**src/rtl/iob_soc_opencryptolinux_sram_arbiter_pkg.sv**
```systemverilog
// Shared constants for the main-SRAM arbiter: port identifiers and priority modes.
package iob_soc_opencryptolinux_sram_arbiter_pkg;

    localparam logic ARB_PORT_I = 1'b0;
    localparam logic ARB_PORT_D = 1'b1;

    localparam int unsigned PRIO_ROUND_ROBIN = 0;
    localparam int unsigned PRIO_FIXED       = 1;

endpackage

```
**src/rtl/iob_soc_opencryptolinux_sram_arbiter_if.sv**
```systemverilog
// One IOb-native memory port: request, accept and read-return signals.
interface iob_soc_opencryptolinux_sram_arbiter_if #(
    parameter int unsigned ADDR_W = 13,
    parameter int unsigned DATA_W = 32
);
    logic                  valid;
    logic [ADDR_W-1:0]     addr;
    logic [DATA_W-1:0]     wdata;
    logic [DATA_W/8-1:0]   wstrb;
    logic                  ready;
    logic [DATA_W-1:0]     rdata;
    logic                  rvalid;

    modport master (output valid, addr, wdata, wstrb, input ready, rdata, rvalid);
    modport slave  (input valid, addr, wdata, wstrb, output ready, rdata, rvalid);
endinterface

```
**src/rtl/iob_reg_r.sv**
```systemverilog
// Plain register with synchronous active-high reset to a fixed value.
module iob_reg_r #(
    parameter int unsigned        DATA_W  = 1,
    parameter logic [DATA_W-1:0]  RST_VAL = '0
) (
    input  logic              clk_i,
    input  logic              rst_i,
    input  logic [DATA_W-1:0] data_i,
    output logic [DATA_W-1:0] data_o
);
    logic [DATA_W-1:0] data_q;

    always_ff @(posedge clk_i) begin
        if (rst_i) data_q <= RST_VAL;
        else       data_q <= data_i;
    end

    assign data_o = data_q;
endmodule

```
**src/rtl/iob_soc_opencryptolinux_sram_arbiter.sv**
```systemverilog
// Shares one single-port byte-enable SRAM between the CPU instruction and data buses,
// one access per cycle, routing each one-cycle-latency read back to its requester.
module iob_soc_opencryptolinux_sram_arbiter
    import iob_soc_opencryptolinux_sram_arbiter_pkg::*;
#(
    parameter int unsigned ADDR_W     = 13,
    parameter int unsigned DATA_W     = 32,
    parameter int unsigned FIXED_PRIO = PRIO_ROUND_ROBIN
) (
    input  logic                clk_i,
    input  logic                rst_i,
    iob_soc_opencryptolinux_sram_arbiter_if.slave i_bus_io,
    iob_soc_opencryptolinux_sram_arbiter_if.slave d_bus_io,
    output logic                spram_en_o,
    output logic [ADDR_W-1:0]   spram_addr_o,
    output logic [DATA_W/8-1:0] spram_we_o,
    output logic [DATA_W-1:0]   spram_di_o,
    input  logic [DATA_W-1:0]   spram_do_i
);
    logic i_req, d_req, gnt_i, gnt_d, rd_go;
    logic prio_q, prio_d, rd_pend_q, rd_pend_d, rd_own_q, rd_own_d;

    // Requests are masked during reset so nothing is accepted or advanced.
    assign i_req = i_bus_io.valid & ~rst_i;
    assign d_req = d_bus_io.valid & ~rst_i;

    always_comb begin
        gnt_i = 1'b0;
        gnt_d = 1'b0;
        if (i_req && d_req) begin
            if (FIXED_PRIO == PRIO_FIXED || prio_q == ARB_PORT_D) gnt_d = 1'b1;
            else                                                  gnt_i = 1'b1;
        end else begin
            gnt_i = i_req;
            gnt_d = d_req;
        end
    end

    always_comb begin
        spram_en_o   = 1'b0;
        spram_addr_o = '0;
        spram_we_o   = '0;
        spram_di_o   = '0;
        if (gnt_i) begin
            spram_en_o   = 1'b1;
            spram_addr_o = i_bus_io.addr;
            spram_we_o   = i_bus_io.wstrb;
            spram_di_o   = i_bus_io.wdata;
        end else if (gnt_d) begin
            spram_en_o   = 1'b1;
            spram_addr_o = d_bus_io.addr;
            spram_we_o   = d_bus_io.wstrb;
            spram_di_o   = d_bus_io.wdata;
        end
    end

    assign rd_go = spram_en_o & ~(|spram_we_o);

    always_comb begin
        prio_d = prio_q;
        if (gnt_i)      prio_d = ARB_PORT_D;
        else if (gnt_d) prio_d = ARB_PORT_I;
        rd_pend_d = rd_go;
        rd_own_d  = rd_go ? (gnt_d ? ARB_PORT_D : ARB_PORT_I) : rd_own_q;
    end

    iob_reg_r #(
        .DATA_W  (3),
        .RST_VAL (3'b000)
    ) u_state_reg (
        .clk_i  (clk_i),
        .rst_i  (rst_i),
        .data_i ({prio_d, rd_pend_d, rd_own_d}),
        .data_o ({prio_q, rd_pend_q, rd_own_q})
    );

    assign i_bus_io.ready  = gnt_i;
    assign d_bus_io.ready  = gnt_d;
    assign i_bus_io.rdata  = spram_do_i;
    assign d_bus_io.rdata  = spram_do_i;
    // A read pending across a newly asserted reset is dropped.
    assign i_bus_io.rvalid = rd_pend_q & (rd_own_q == ARB_PORT_I) & ~rst_i;
    assign d_bus_io.rvalid = rd_pend_q & (rd_own_q == ARB_PORT_D) & ~rst_i;
endmodule

```
**src/flat_wrapper.sv**
```systemverilog
// flat-port wrapper written by rule: the top's interface ports become plain ports
module iob_soc_opencryptolinux_sram_arbiter_flat import iob_soc_opencryptolinux_sram_arbiter_pkg::*;
#(
    parameter int unsigned ADDR_W     = 13,
    parameter int unsigned DATA_W     = 32,
    parameter int unsigned FIXED_PRIO = PRIO_ROUND_ROBIN
)
  (clk_i, rst_i, spram_en_o, spram_addr_o, spram_we_o, spram_di_o, spram_do_i, i_bus_io_valid, i_bus_io_addr, i_bus_io_wdata, i_bus_io_wstrb, i_bus_io_ready, i_bus_io_rdata, i_bus_io_rvalid, d_bus_io_valid, d_bus_io_addr, d_bus_io_wdata, d_bus_io_wstrb, d_bus_io_ready, d_bus_io_rdata, d_bus_io_rvalid);
  iob_soc_opencryptolinux_sram_arbiter_if #(.ADDR_W(ADDR_W), .DATA_W(DATA_W)) i_bus_io_i ();
  iob_soc_opencryptolinux_sram_arbiter_if #(.ADDR_W(ADDR_W), .DATA_W(DATA_W)) d_bus_io_i ();
  input  logic clk_i;
  input  logic rst_i;
  output logic spram_en_o;
  output logic [ADDR_W-1:0] spram_addr_o;
  output logic [DATA_W/8-1:0] spram_we_o;
  output logic [DATA_W-1:0] spram_di_o;
  input  logic [DATA_W-1:0] spram_do_i;
  input wire logic [$bits(i_bus_io_i.valid)-1:0] i_bus_io_valid;
  input wire logic [$bits(i_bus_io_i.addr)-1:0] i_bus_io_addr;
  input wire logic [$bits(i_bus_io_i.wdata)-1:0] i_bus_io_wdata;
  input wire logic [$bits(i_bus_io_i.wstrb)-1:0] i_bus_io_wstrb;
  output wire logic [$bits(i_bus_io_i.ready)-1:0] i_bus_io_ready;
  output wire logic [$bits(i_bus_io_i.rdata)-1:0] i_bus_io_rdata;
  output wire logic [$bits(i_bus_io_i.rvalid)-1:0] i_bus_io_rvalid;
  input wire logic [$bits(d_bus_io_i.valid)-1:0] d_bus_io_valid;
  input wire logic [$bits(d_bus_io_i.addr)-1:0] d_bus_io_addr;
  input wire logic [$bits(d_bus_io_i.wdata)-1:0] d_bus_io_wdata;
  input wire logic [$bits(d_bus_io_i.wstrb)-1:0] d_bus_io_wstrb;
  output wire logic [$bits(d_bus_io_i.ready)-1:0] d_bus_io_ready;
  output wire logic [$bits(d_bus_io_i.rdata)-1:0] d_bus_io_rdata;
  output wire logic [$bits(d_bus_io_i.rvalid)-1:0] d_bus_io_rvalid;
  assign i_bus_io_i.valid = i_bus_io_valid;
  assign i_bus_io_i.addr = i_bus_io_addr;
  assign i_bus_io_i.wdata = i_bus_io_wdata;
  assign i_bus_io_i.wstrb = i_bus_io_wstrb;
  assign i_bus_io_ready = i_bus_io_i.ready;
  assign i_bus_io_rdata = i_bus_io_i.rdata;
  assign i_bus_io_rvalid = i_bus_io_i.rvalid;
  assign d_bus_io_i.valid = d_bus_io_valid;
  assign d_bus_io_i.addr = d_bus_io_addr;
  assign d_bus_io_i.wdata = d_bus_io_wdata;
  assign d_bus_io_i.wstrb = d_bus_io_wstrb;
  assign d_bus_io_ready = d_bus_io_i.ready;
  assign d_bus_io_rdata = d_bus_io_i.rdata;
  assign d_bus_io_rvalid = d_bus_io_i.rvalid;
  iob_soc_opencryptolinux_sram_arbiter #(.ADDR_W(ADDR_W), .DATA_W(DATA_W), .FIXED_PRIO(FIXED_PRIO)) u_core (.clk_i(clk_i), .rst_i(rst_i), .i_bus_io(i_bus_io_i), .d_bus_io(d_bus_io_i), .spram_en_o(spram_en_o), .spram_addr_o(spram_addr_o), .spram_we_o(spram_we_o), .spram_di_o(spram_di_o), .spram_do_i(spram_do_i));
endmodule
```
**config.mk**
```make
export PLATFORM = sky130hd
export DESIGN_NAME = iob_soc_opencryptolinux_sram_arbiter_flat
export DESIGN_NICKNAME = d
export VERILOG_FILES = /design/src/rtl/iob_soc_opencryptolinux_sram_arbiter_pkg.sv /design/src/rtl/iob_soc_opencryptolinux_sram_arbiter_if.sv /design/src/rtl/iob_reg_r.sv /design/src/rtl/iob_soc_opencryptolinux_sram_arbiter.sv /design/src/flat_wrapper.sv
export SDC_FILE = /design/constraint.sdc
export NUM_CORES = 1
export LEC_CHECK = 0
export BUFFER_PORTS_ARGS = -buffer_cell sky130_fd_sc_hd__buf_2
export CORE_AREA = 2 2 99 101
export CTS_BUF_LIST = sky130_fd_sc_hd__clkbuf_4
export CTS_CLUSTER_DIAMETER = 60
export CTS_CLUSTER_SIZE = 24
export DETAILED_ROUTE_END_ITERATION = 7
export DIE_AREA = 0 0 101 103
export PLACE_DENSITY = 0.55
export SETUP_SLACK_MARGIN = 0.05
export SLEW_MARGIN = 20
export SYNTH_ARGS = -nofsm -noshare
export SYNTH_HDL_FRONTEND = slang
export SYNTH_SLANG_ARGS = --single-unit
```
**constraint.sdc**
```tcl
create_clock -name clk_i -period 1.6 [get_ports clk_i]
set_input_delay 0.16 -clock clk_i [delete_from_list [all_inputs] [get_ports clk_i]]
set_output_delay 0.16 -clock clk_i [all_outputs]
set_load 0.01 [all_outputs]
```
== After elaboration in Yosys (flattened, before gate mapping) ==
Cells that the tools add are included.
Word-level totals
  bits in registers: 3
  input port bits: 134
  output and inout bits: 118
  logic and storage cells: 30
Cells by class
  mux-type cells: 14
  bitwise logic cells: 10
  reduce and logical (&&, ||, !) cells: 3
Operator list (count)
  32-bit 2-to-1 mux: 2
  13-bit 2-to-1 mux: 2
  1-bit 2-to-1 mux: 8
  4-bit 2-to-1 mux: 2
  1-bit AND: 7
  4-bit OR reduction: 1
  1-bit inverter: 3
  2-bit nonzero test: 1
  1-bit logical AND: 1

== Longest topological paths before layout ==
Gate-level depths: netlist of the first run.
  word-level depth: 9
  mapped depth: 6
  depth with buffers taken out: 4

== Cells and area by module ==
Synthesis of the first run repeated with hierarchy kept, for this count alone.
Second synthesis, totals
  cells, all modules: 152
  area, all modules: 1188.6 sq um
Modules (own cells, without submodules)
  iob_soc_opencryptolinux_sram_arbiter: instances 1, cells an instance 146, area an instance 1109.8 sq um, sequential area each 0.0 sq um
  iob_reg_r: instances 1, cells an instance 6, area an instance 78.8 sq um, sequential area each 60.1 sq um

== Least setup slack after synthesis of the first run ==
Ideal clock, no wire load.
  kind: register to output
  start: reg u_core.u_state_reg.data_q[2] (netlist: u_core.u_state_reg.data_o[2])
  end: out spram_addr_o[10]
  arrival time: 1288 ps
  required time: 1440 ps
  path slack: 152 ps
  cell stages (with the launch flop): 7
  path through: dfxtp_1 > nand2b_4 > and2_1 > and2b_1 > buf_6 > buf_2 > a22o_1
Between the ends
  longest elaborated chain between the ends: 4
  elaborated cells on any way between the ends: 6
  classes of those cells: 6 x mux
Ends and longest elaborated chain
  start: declaration: RTL line iob_reg_r.sv:11  | logic [DATA_W-1:0] data_q;
  start signal: assignment: RTL line iob_reg_r.sv:15  | else data_q <= data_i;
  1-bit 2-to-1 mux: RTL line iob_soc_opencryptolinux_sram_arbiter.sv:31  | if (FIXED_PRIO == PRIO_FIXED || prio_q == ARB_PORT_D) gnt_d = 1'b1;
  1-bit 2-to-1 mux: RTL line iob_soc_opencryptolinux_sram_arbiter.sv:30  | if (i_req && d_req) begin
  13-bit 2-to-1 mux: RTL line iob_soc_opencryptolinux_sram_arbiter.sv:49  | end else if (gnt_d) begin
  13-bit 2-to-1 mux (*): RTL line iob_soc_opencryptolinux_sram_arbiter.sv:44  | if (gnt_i) begin
  end: declaration: RTL line flat_wrapper.sv:14  | output logic [ADDR_W-1:0] spram_addr_o;
Mark *: on every way between the ends. The rest lies on a longest branch, timed or not.

== Worst setup path in the final report of the first run ==
  start: reg u_core.u_state_reg.data_q[2] (netlist: u_core.u_state_reg.data_o[2])
  end: out spram_addr_o[6]
The elaborated chain is that of the path after synthesis.

==> metrics, run 1 <==
starting density of the core 0.139; synth unique cells 25; Leakage Power 1.10 nW; first-pass GRT wire length 6110 µm; failing checks setup timing; Max-Cap Viols 0; Min Hold Slack 0.290 ns; area of the core 0.00946 mm²; fin worst setup slack -0.138 ns; top_reg_cell synth dfxtp_1; fmax 0.575 GHz; number of flip-flops in the largest register 3; fin nets 384; Inserted Diodes 0; Layout area overhead 45.9%; Layout Utilization 0.202; register bit total from synthesis 3; Sink Count 3; Critical Path Start u_core.u_state_reg.data_o[2]; Chip Height 103 µm; Post-DP Area 0.00167 mm²; initial antenna violation count 0; share of layout cells above drive strength 1 0.747; Sequential Area 61.3 µm²; CP max FO 11; routability cong. 0.650; Num CTS Buffers 3; critical path required time 1.44 ns; Die Area 0.0104 mm²; vias in the first global route 1230; Syn Inst Count 154; CTS tree yes; io pins 252; DRT iter0 DRCs 17; largest net degree at the start of global routing 47; worst hold path depth 2; Vias 1477; Reg2Reg Depth 6; Hold Crit Start rst_i; fin crit period 1.74 ns; vias per cell 4.07; Post-synth EDFFs 0; Hold EP u_core.u_state_reg.data_o[2]; Worst IR Drop VDD 155 µV; Yosys Warn Count 0; post-route clock period utilization 1.09; syn_area_per_cell 8.51 µm²; post-route cell area 0.00191 mm²; hold crit path type primary input to flop; PortBufs 155; worst path arrival time 1.58 ns; Tot Pwr 753 µW; worst r2r src u_core.u_state_reg.data_o[2]; Power Dens Cells 393 mW/mm²; Die Span X 101 µm; Final Setup Violations 47; Setup Slack @ Placement 0.0596 ns; Routed WL per cell 13.8 µm; Syn Nets 288; synth cell count leaders buf_4 (64), a22o_1 (39), a22o_2 (6); Filler cells 1048; post-synthesis instance area 0.00131 mm²; grt total ovfl 0; crit end category primary output; First-pass DRT Iterations 4; DRC viols 0; Core Rows 36; post-synth top area cell buf_4; Slew Limit Headroom 0.822; Clock Latency Late Sink 0.23 ns; synth top area cells buf_4 (37%), a22o_1 (26%), buf_12 (7.6%); Setup CP Type flop to primary output; Multi-input gate area 647 µm²; RSZ-0062 raised after global routing true; Reg2Reg Capture Point u_core.u_state_reg.data_o[0]; Reg2Reg Setup Slack -0.04 ns; Clk pin slew, worst setup/hold paths 0.04 ns; count of final hold-check violations 0; outcome finished, violations left; antenna-violating nets left 0; WL final 5020 µm; max-slew violations 0; clk buf depth 2; Startpoint Class flop; post-synthesis sequential area ratio 0.0458; H-tree Lvls 1; global-route usage over all layers 0.0753; post-DP HPWL 3480 µm; root buffer cell clkbuf_4; top-count cell post-synth buf_4; ys async rst share 0; Clock Skews 0.00316 ns; worst slew pin tran 0.267 ns; Synth top area share 0.366
==> power by group <==
part / internal, mW / leakage (nW) / switching (mW)
combinational: 0.296 / 1.06 / 0.226
sequential: 0.0794 / 0.0248 / 0.00235
clock: 0.110 / 0.0184 / 0.0388
total: 0.486 / 1.10 / 0.267
==> logic make-up after synthesis <==
| kind of cell | after synthesis | share of synthesized area |
|---|---|---|
| compound gates | 53 | 0.364 |
| buf+inv | 79 | 0.482 |
| flops | 3 | 0.0458 |
| mux | 1 | 0.0114 |
| simple gates | 18 | 0.0973 |
==> cell usage in the layout (no fill, tap or decap), types with 2 or more instances in the layout <==
cell type	synthesis	layout
a22o_1	39	39
a22o_2	6	3
a22o_4	0	3
a22oi_1	2	2
a32oi_1	2	2
buf_12	5	2
buf_16	0	3
buf_2	5	146
buf_4	64	5
buf_6	1	9
clkbuf_4	0	4
dfxtp_1	3	2
inv_1	4	4
nor2_1	4	4
nor2b_1	5	5
==> worst max-delay path: stages, from the launching register on <==
cell	delay (ns)
dfxtp_2	0.34
nand2b_4	0.12
and2_4	0.14
and2b_4	0.29
clkbuf_16	0.21
a22o_1	0.12
buf_2	0.12
==> layout make-up <==
class,count,share of cell area
Clock buffer,4,0.0157
Timing Repair Buffer,166,0.532
Inverter,4,0.00785
Tap cell,114,0.0746
Multi-Input combinational cell,72,0.338
Sequential cell,3,0.0320
==> through the flow <==
stage	cells	setup TNS (ns)
global route	363	-8.59
global placement	352	0
detailed placement	352	0
CTS	360	-5.94
floorplan	154	0
finish	363	-5.38
==> worst max path at each step <==
stage | slack [ns] | to | depth (start not counted)
after floorplan | 0.15 | spram_addr_o[10] | 6
after global placement | 0.05 | u_core.u_state_reg.data_o[0] | 6
after detailed placement | 0.06 | u_core.u_state_reg.data_o[0] | 6
after CTS | -0.15 | spram_addr_o[10] | 6
after global routing | -0.21 | spram_addr_o[6] | 6
final | -0.14 | spram_addr_o[6] | 6
==> repair_timing <==
| item | CTS | global route |
|---|---|---|
| cloned | 3 | 1 |
| gates resized for setup | 12 | 6 |
| setup buffers | 1 | 2 |
| hold buffers | 0 | 0 |
| pin swaps | 1 | 2 |
| hold endpoints to repair | 0 | 0 |
| endpoints found under the setup margin | 46 | 48 |
==> routing by layer <==
metal,track usage,vias to the layer above,share of wire
met1,0.0806,682,0.38
li1,-,687,-
met5,0,-,0
met3,0.0163,7,0.099
met4,0.0177,0,0.0068
met2,0.150,101,0.51
No activity file was read; power rests on OpenSTA's default activity.
==> run 2: changes to the inputs <==
--- a/config.mk
+++ b/config.mk
@@ -5,13 +5,15 @@
 export SDC_FILE = /design/constraint.sdc
 export NUM_CORES = 1
 export LEC_CHECK = 0
+export ABC_AREA = 1
 export BUFFER_PORTS_ARGS = -buffer_cell sky130_fd_sc_hd__buf_2
-export CORE_AREA = 2 2 99 101
+export CORE_AREA = 2 2 97 99
 export CTS_BUF_LIST = sky130_fd_sc_hd__clkbuf_4
 export CTS_CLUSTER_DIAMETER = 60
 export CTS_CLUSTER_SIZE = 24
 export DETAILED_ROUTE_END_ITERATION = 7
-export DIE_AREA = 0 0 101 103
+export DIE_AREA = 0 0 99 101
+export MAX_ROUTING_LAYER = met4
 export PLACE_DENSITY = 0.55
 export SETUP_SLACK_MARGIN = 0.05
 export SLEW_MARGIN = 20
==> metrics, run 2 <==
outcome finished clean; Leakage Power 1.13 nW; post-DP HPWL 3610 µm; io pins 252; sum of buffers and inverters on the critical path 4; max-slew violations 0; grt total ovfl 0; Clk pin slew, worst setup/hold paths 0.05 ns; Switching Fraction 0.387; synth top area cells buf_4 (43%), a22o_1 (33%), dfxtp_1 (5.0%); fin worst setup slack 0.0268 ns; Tot Pwr 789 µW; synth unique cells 16; fin nets 399; worst path arrival time 1.41 ns; Clock Latency Late Sink 0.26 ns; post-route clock period utilization 0.983; crit end category primary output; critical path required time 1.44 ns; count of final hold-check violations 0; initial antenna violation count 0; Die Area 0.0100 mm²; starting density of the core 0.134; Setup CP Type flop to primary output; CTS tree yes; CP top delay family buffers and inverters; vias in the first global route 1281; global-route usage over all layers 0.0859; fmax 0.636 GHz; commonest non-fill, non-tap cell in the layout buf_2; antenna-violating nets left 0; root buffer cell clkbuf_4; # hold bufs at CTS 0; Startpoint Class flop; worst slew pin tran 0.255 ns; Max-Cap Viols 0; post-synthesis instance area 0.00120 mm²; Core Rows 35; First-pass DRT Iterations 4; Syn Inst Count 160; Yosys Warn Count 0; Sink Count 3; ys async rst share 0; largest net degree at the start of global routing 25; Vias 1529; routability cong. 0.729; syn_area_per_cell 7.49 µm²; H-tree Lvls 1; hold crit path type primary input to flop; WL final 5580 µm; clock network fraction of total power 0.215; post-route cell area 0.00191 mm²; Clock Skews 0.0160 ns; Syn Nets 294; synth cell count leaders buf_4 (68), a22o_1 (45), nand2_1 (10), nand3_1 (8), nor2_1 (6); post-synth top area cell buf_4; Filler cells 1003; Final Setup Violations 0; first-pass GRT wire length 6560 µm; Worst path slowest cell dfxtp_2; vias per cell 4.08; Int Pwr 484 µW; fin crit period 1.57 ns; Chip Height 101 µm; top-count cell post-synth buf_4; register bit total from synthesis 3; Routed WL per cell 14.9 µm; RSZ-0062 raised after global routing true; PortBufs 155; DRC viols 0; area of the core 0.00898 mm²; post-synthesis sequential area ratio 0.0501; Slew Limit Headroom 0.828; switching power 305 µW; share of layout cells above drive strength 1 0.720; Layout area overhead 59.5%; Die Span X 99 µm; CP max stage delay 0.35 ns; Synth top area share 0.426; Power Dens Cells 413 mW/mm²; Post-synth EDFFs 0; CP Cell Sequence nand2_4 -> inv_4 -> nor2_4 -> buf_4 -> clkbuf_16 -> a22o_1 -> buf_2; Post-DP Area 0.00159 mm²; Placed Instances 355; Worst IR Drop VDD 328 µV; clk buf depth 2; share of power burned in registers 0.111; top_reg_cell synth dfxtp_1; Inserted Diodes 0; most frequent cells in the layout buf_2 (154), a22o_1 (45), nand3_1 (8); Num CTS Buffers 3; Setup Slack @ Placement 0.171 ns; Final Non-Filler Cells 375; DRT iter0 DRCs 35; number of flip-flops in the largest register 3; CP max FO 6; combinational fraction of design power 0.674
run 2: changes by cell type after synthesis, sizes merged, moves of 2 or more:
cell and delta:
a22oi -2, a32oi -2, and2 -2, buf -2, inv +2, nand2 +12
nand2b -2, nand3 +8, nor2 +4, nor2b -6
run 2: worst register-to-register path: cells and delay by family, from the launching register on:
family,cells,cell delay [ns]
and+or+nand+nor,8,0.53
DFF,1,0.35
buffers and inverters,3,0.34
run 2: per-layer routing:
| layer | track usage | wire, µm | part of all wire | vias to the layer above |
|---|---|---|---|---|
| li1 | - | - | - | 719 |
| met1 | 0.0924 | 2030 | 0.36 | 669 |
| met2 | 0.146 | 2690 | 0.48 | 125 |
| met3 | 0.0354 | 790 | 0.14 | 16 |
| met4 | 0.0242 | 69 | 0.012 | 0 |
| met5 | - | 0 | 0 | - |
run 2: worst paths after layout:
kind	slack (ns)	end	from	cells past startpoint
worst max register to register	0.27	u_core.u_state_reg.data_o[0]	u_core.u_state_reg.data_o[2]	11
worst min register to register	0.50	u_core.u_state_reg.data_o[2]	u_core.u_state_reg.data_o[2]	2
worst min-delay path	0.15	u_core.u_state_reg.data_o[2]	rst_i	2
worst max-delay path	0.03	spram_di_o[12]	u_core.u_state_reg.data_o[2]	7
run 2: stage by stage:
stage,TNS [ns],hold WS [ns],utilization
after detailed placement,0,0.320,0.177
after CTS,-0.547,0.149,0.198
after global placement,0,0.320,0.177
after floorplan,0,0.238,-
final,0,0.154,0.213
after global routing,-0.638,0.166,0.213
run 2: cell families after synthesis:
group / synth area share
and+or+nand+nor: 0.115
DFF: 0.0501
buffers and inverters: 0.492
AOI/OAI and AO/OA: 0.343
run 2: final cells by class:
cell class,instances,area [µm²],area share
multi-input combinational,78,584,0.306
timing repair buffer,173,1060,0.557
inverter,6,32.5,0.0170
tap,111,139,0.0726
sequential,3,61.3,0.0321
clock buffer,4,30.0,0.0157
run 2: power by group through the flow:
stage	logic (mW)	clock network (mW)	registers, mW
floorplan	0.376	0	0.0865
global placement	0.433	0	0.0871
detailed placement	0.435	0	0.0876
CTS	0.493	0.174	0.0873
global route	0.579	0.184	0.0884
finish	0.532	0.170	0.0879
run 2: timing repair:
action,4_1_cts,5_1_grt
setup buffers,4,6
setup endpoints to repair,46,46
resized for setup,10,11
endpoints found under the hold margin,0,0
cloned,3,5
pin swaps,3,4
==> run 3: changes to the inputs <==
--- a/config.mk
+++ b/config.mk
@@ -7,16 +7,19 @@
 export LEC_CHECK = 0
 export ABC_AREA = 1
 export BUFFER_PORTS_ARGS = -buffer_cell sky130_fd_sc_hd__buf_2
-export CORE_AREA = 2 2 97 99
+export CELL_PAD_IN_SITES_DETAIL_PLACEMENT = 1
+export CELL_PAD_IN_SITES_GLOBAL_PLACEMENT = 1
+export CORE_AREA = 2 2 98 100
 export CTS_BUF_LIST = sky130_fd_sc_hd__clkbuf_4
 export CTS_CLUSTER_DIAMETER = 60
 export CTS_CLUSTER_SIZE = 24
 export DETAILED_ROUTE_END_ITERATION = 7
-export DIE_AREA = 0 0 99 101
+export DIE_AREA = 0 0 100 102
 export MAX_ROUTING_LAYER = met4
-export PLACE_DENSITY = 0.55
+export PLACE_DENSITY = 0.87
 export SETUP_SLACK_MARGIN = 0.05
 export SLEW_MARGIN = 20
 export SYNTH_ARGS = -nofsm -noshare
 export SYNTH_HDL_FRONTEND = slang
+export SYNTH_HIERARCHICAL = 1
 export SYNTH_SLANG_ARGS = --single-unit
==> metrics, run 3 <==
worst path arrival time 1.43 ns; post-synthesis sequential area ratio 0.0481; post-synth top area cell buf_4; fmax 0.627 GHz; share of layout cells above drive strength 1 0.715; number of flip-flops in the largest register 3; Filler cells 1163; Final Setup Violations 0; io pins 252; starting density of the core 0.137; fin nets 398; Die Span X 100 µm; PortBufs 155; # hold bufs at CTS 0; post-synthesis instance area 0.00125 mm²; Multi-input gate area 596 µm²; first-pass GRT wire length 8020 µm; CTS tree yes; commonest non-fill, non-tap cell in the layout buf_2; critical path required time 1.44 ns; RSZ-0062 raised after global routing true; Yosys Warn Count 6; Setup CP Type flop to primary output; Synth top area share 0.385; largest net degree at the start of global routing 48; Synth Area in Adders 0; Vias 1559; mux cell area share after synthesis 0; Post-synth EDFFs 0; Sink Count 3; CP max FO 12; H-tree Lvls 1; Leakage Power 1.10 nW; Startpoint Class flop; WL final 6420 µm; fin crit period 1.59 ns; post-DP HPWL 4690 µm; Chip Height 102 µm; Routed WL per cell 17.2 µm; root buffer cell clkbuf_4; Reg2Reg Depth 13; register bit total from synthesis 3; DRC viols 0; Synth Area in Compound Gates 0.324; most frequent cells in the layout buf_2 (153), a22o_1 (44), nand2_1 (10); Inserted Diodes 0; max-slew violations 0; Syn Inst Count 165; top_reg_cell synth dfxtp_1; grt total ovfl 0; count of final hold-check violations 0; Max-Cap Viols 0; Num CTS Buffers 3; worst hold path depth 2; outcome finished clean; syn_area_per_cell 7.56 µm²; antenna-violating nets left 0; crit end category primary output; setup_tns 0 ns; Die Area 0.0102 mm²; Synth Area in Simple Gates 0.121; Power Dens Cells 422 mW/mm²; vias in the first global route 1538; vias per cell 4.17; Layout area overhead 48.6%; routability cong. 0.783; top-count cell post-synth buf_4; Slew Limit Headroom 0.802; Clk pin slew, worst setup/hold paths 0.04 ns; largest family of logic cells by synthesized area buffers and inverters; XOR/XNOR share of the synthesized area 0; Core Rows 35; Clock Latency Late Sink 0.25 ns; synth top area cells buf_4 (39%), a22o_1 (32%), buf_6 (5.4%); DRT iter0 DRCs 38; synth cell count leaders buf_4 (64), a22o_1 (45), nand2_1 (13), nor2_1 (7); worst slew pin tran 0.294 ns; Layout Utilization 0.204; synth unique cells 17; Clock Skews 0.00526 ns; clk buf depth 2; First-pass DRT Iterations 4; post-route clock period utilization 0.997; Sequential Area 61.3 µm²; Worst IR Drop VDD 257 µV; Syn Nets 299; global-route usage over all layers 0.102; hold crit path type primary input to flop; initial antenna violation count 0; ys async rst share 0; area of the core 0.00911 mm²
==> run 3: cell count changes after synthesis, moves of 2 or more <==
cell,previous run,this run
buf_4,68,64
buf_8,0,3
inv_1,4,6
nand2_1,10,13
nand3_1,8,6
o21ai_0,0,2
==> run 3: timing repair <==
item                                    in CTS  in global routing
gates cloned                                 1                  5
gates resized for setup                      9                  9
pin swaps                                    5                 30
setup buffers                                2                  1
endpoints found under the setup margin      47                 50
==> run 3: area by class of cell <==
class,count,share of cell area
timing repair buffer,165,0.516
multi-input combinational,79,0.321
tap,111,0.0749
sequential,3,0.0331
inverter,9,0.0250
clock buffer,4,0.0162
timing repair inverter,3,0.0142
==> run 3: final timing paths <==
check                                from                      endpoint  slack (ns)
max          u_core/u_state_reg/data_o[2]                 spram_di_o[2]       0.005
min                                 rst_i  u_core/u_state_reg/data_o[2]        0.17
max reg2reg  u_core/u_state_reg/data_o[2]  u_core/u_state_reg/data_o[0]        0.15
min reg2reg  u_core/u_state_reg/data_o[0]  u_core/u_state_reg/data_o[0]        0.56
==> run 3: per-layer routing <==
layer / global-route usage / vias up / share of wire
met2: 0.192 / 118 / 0.50
met1: 0.109 / 722 / 0.40
met4: 0.0190 / 0 / 0.0065
li1: - / 714 / -
met3: 0.0246 / 5 / 0.093
met5: - / - / 0
==> run 3: metrics by stage <==
stage	area (µm²)	total power [mW]	hold slack [ns]	cells	worst slack (ns)
floorplan	1250	0.476	0.231	165	0.415
global placement	1630	0.544	0.320	362	-0.0973
detailed placement	1630	0.554	0.320	362	-0.173
CTS	1740	0.748	0.168	369	0.0237
global route	1850	0.844	0.189	374	-0.0356
finish	1850	0.783	0.169	374	0.00525
==> run 3: cell families after synthesis <==
kind of cell	Yosys count
AO/OA/AOI/OAI	47
buffers and inverters	83
flip-flops	3
AND/OR/NAND/NOR	32
==> run 3: power breakdown <==
part / internal, mW / switching (mW) / leakage, nW
Combinational: 0.278 / 0.265 / 1.06
Sequential: 0.0795 / 0.00254 / 0.0249
Clock: 0.111 / 0.0473 / 0.0184
==> run 3: worst max-delay path, stage by stage (launching register included) <==
cell,delay [ns]
dfxtp_2,0.33
nand2_2,0.06
inv_2,0.06
nor2_4,0.04
buf_12,0.14
buf_12,0.14
a22o_1,0.26
buf_2,0.15
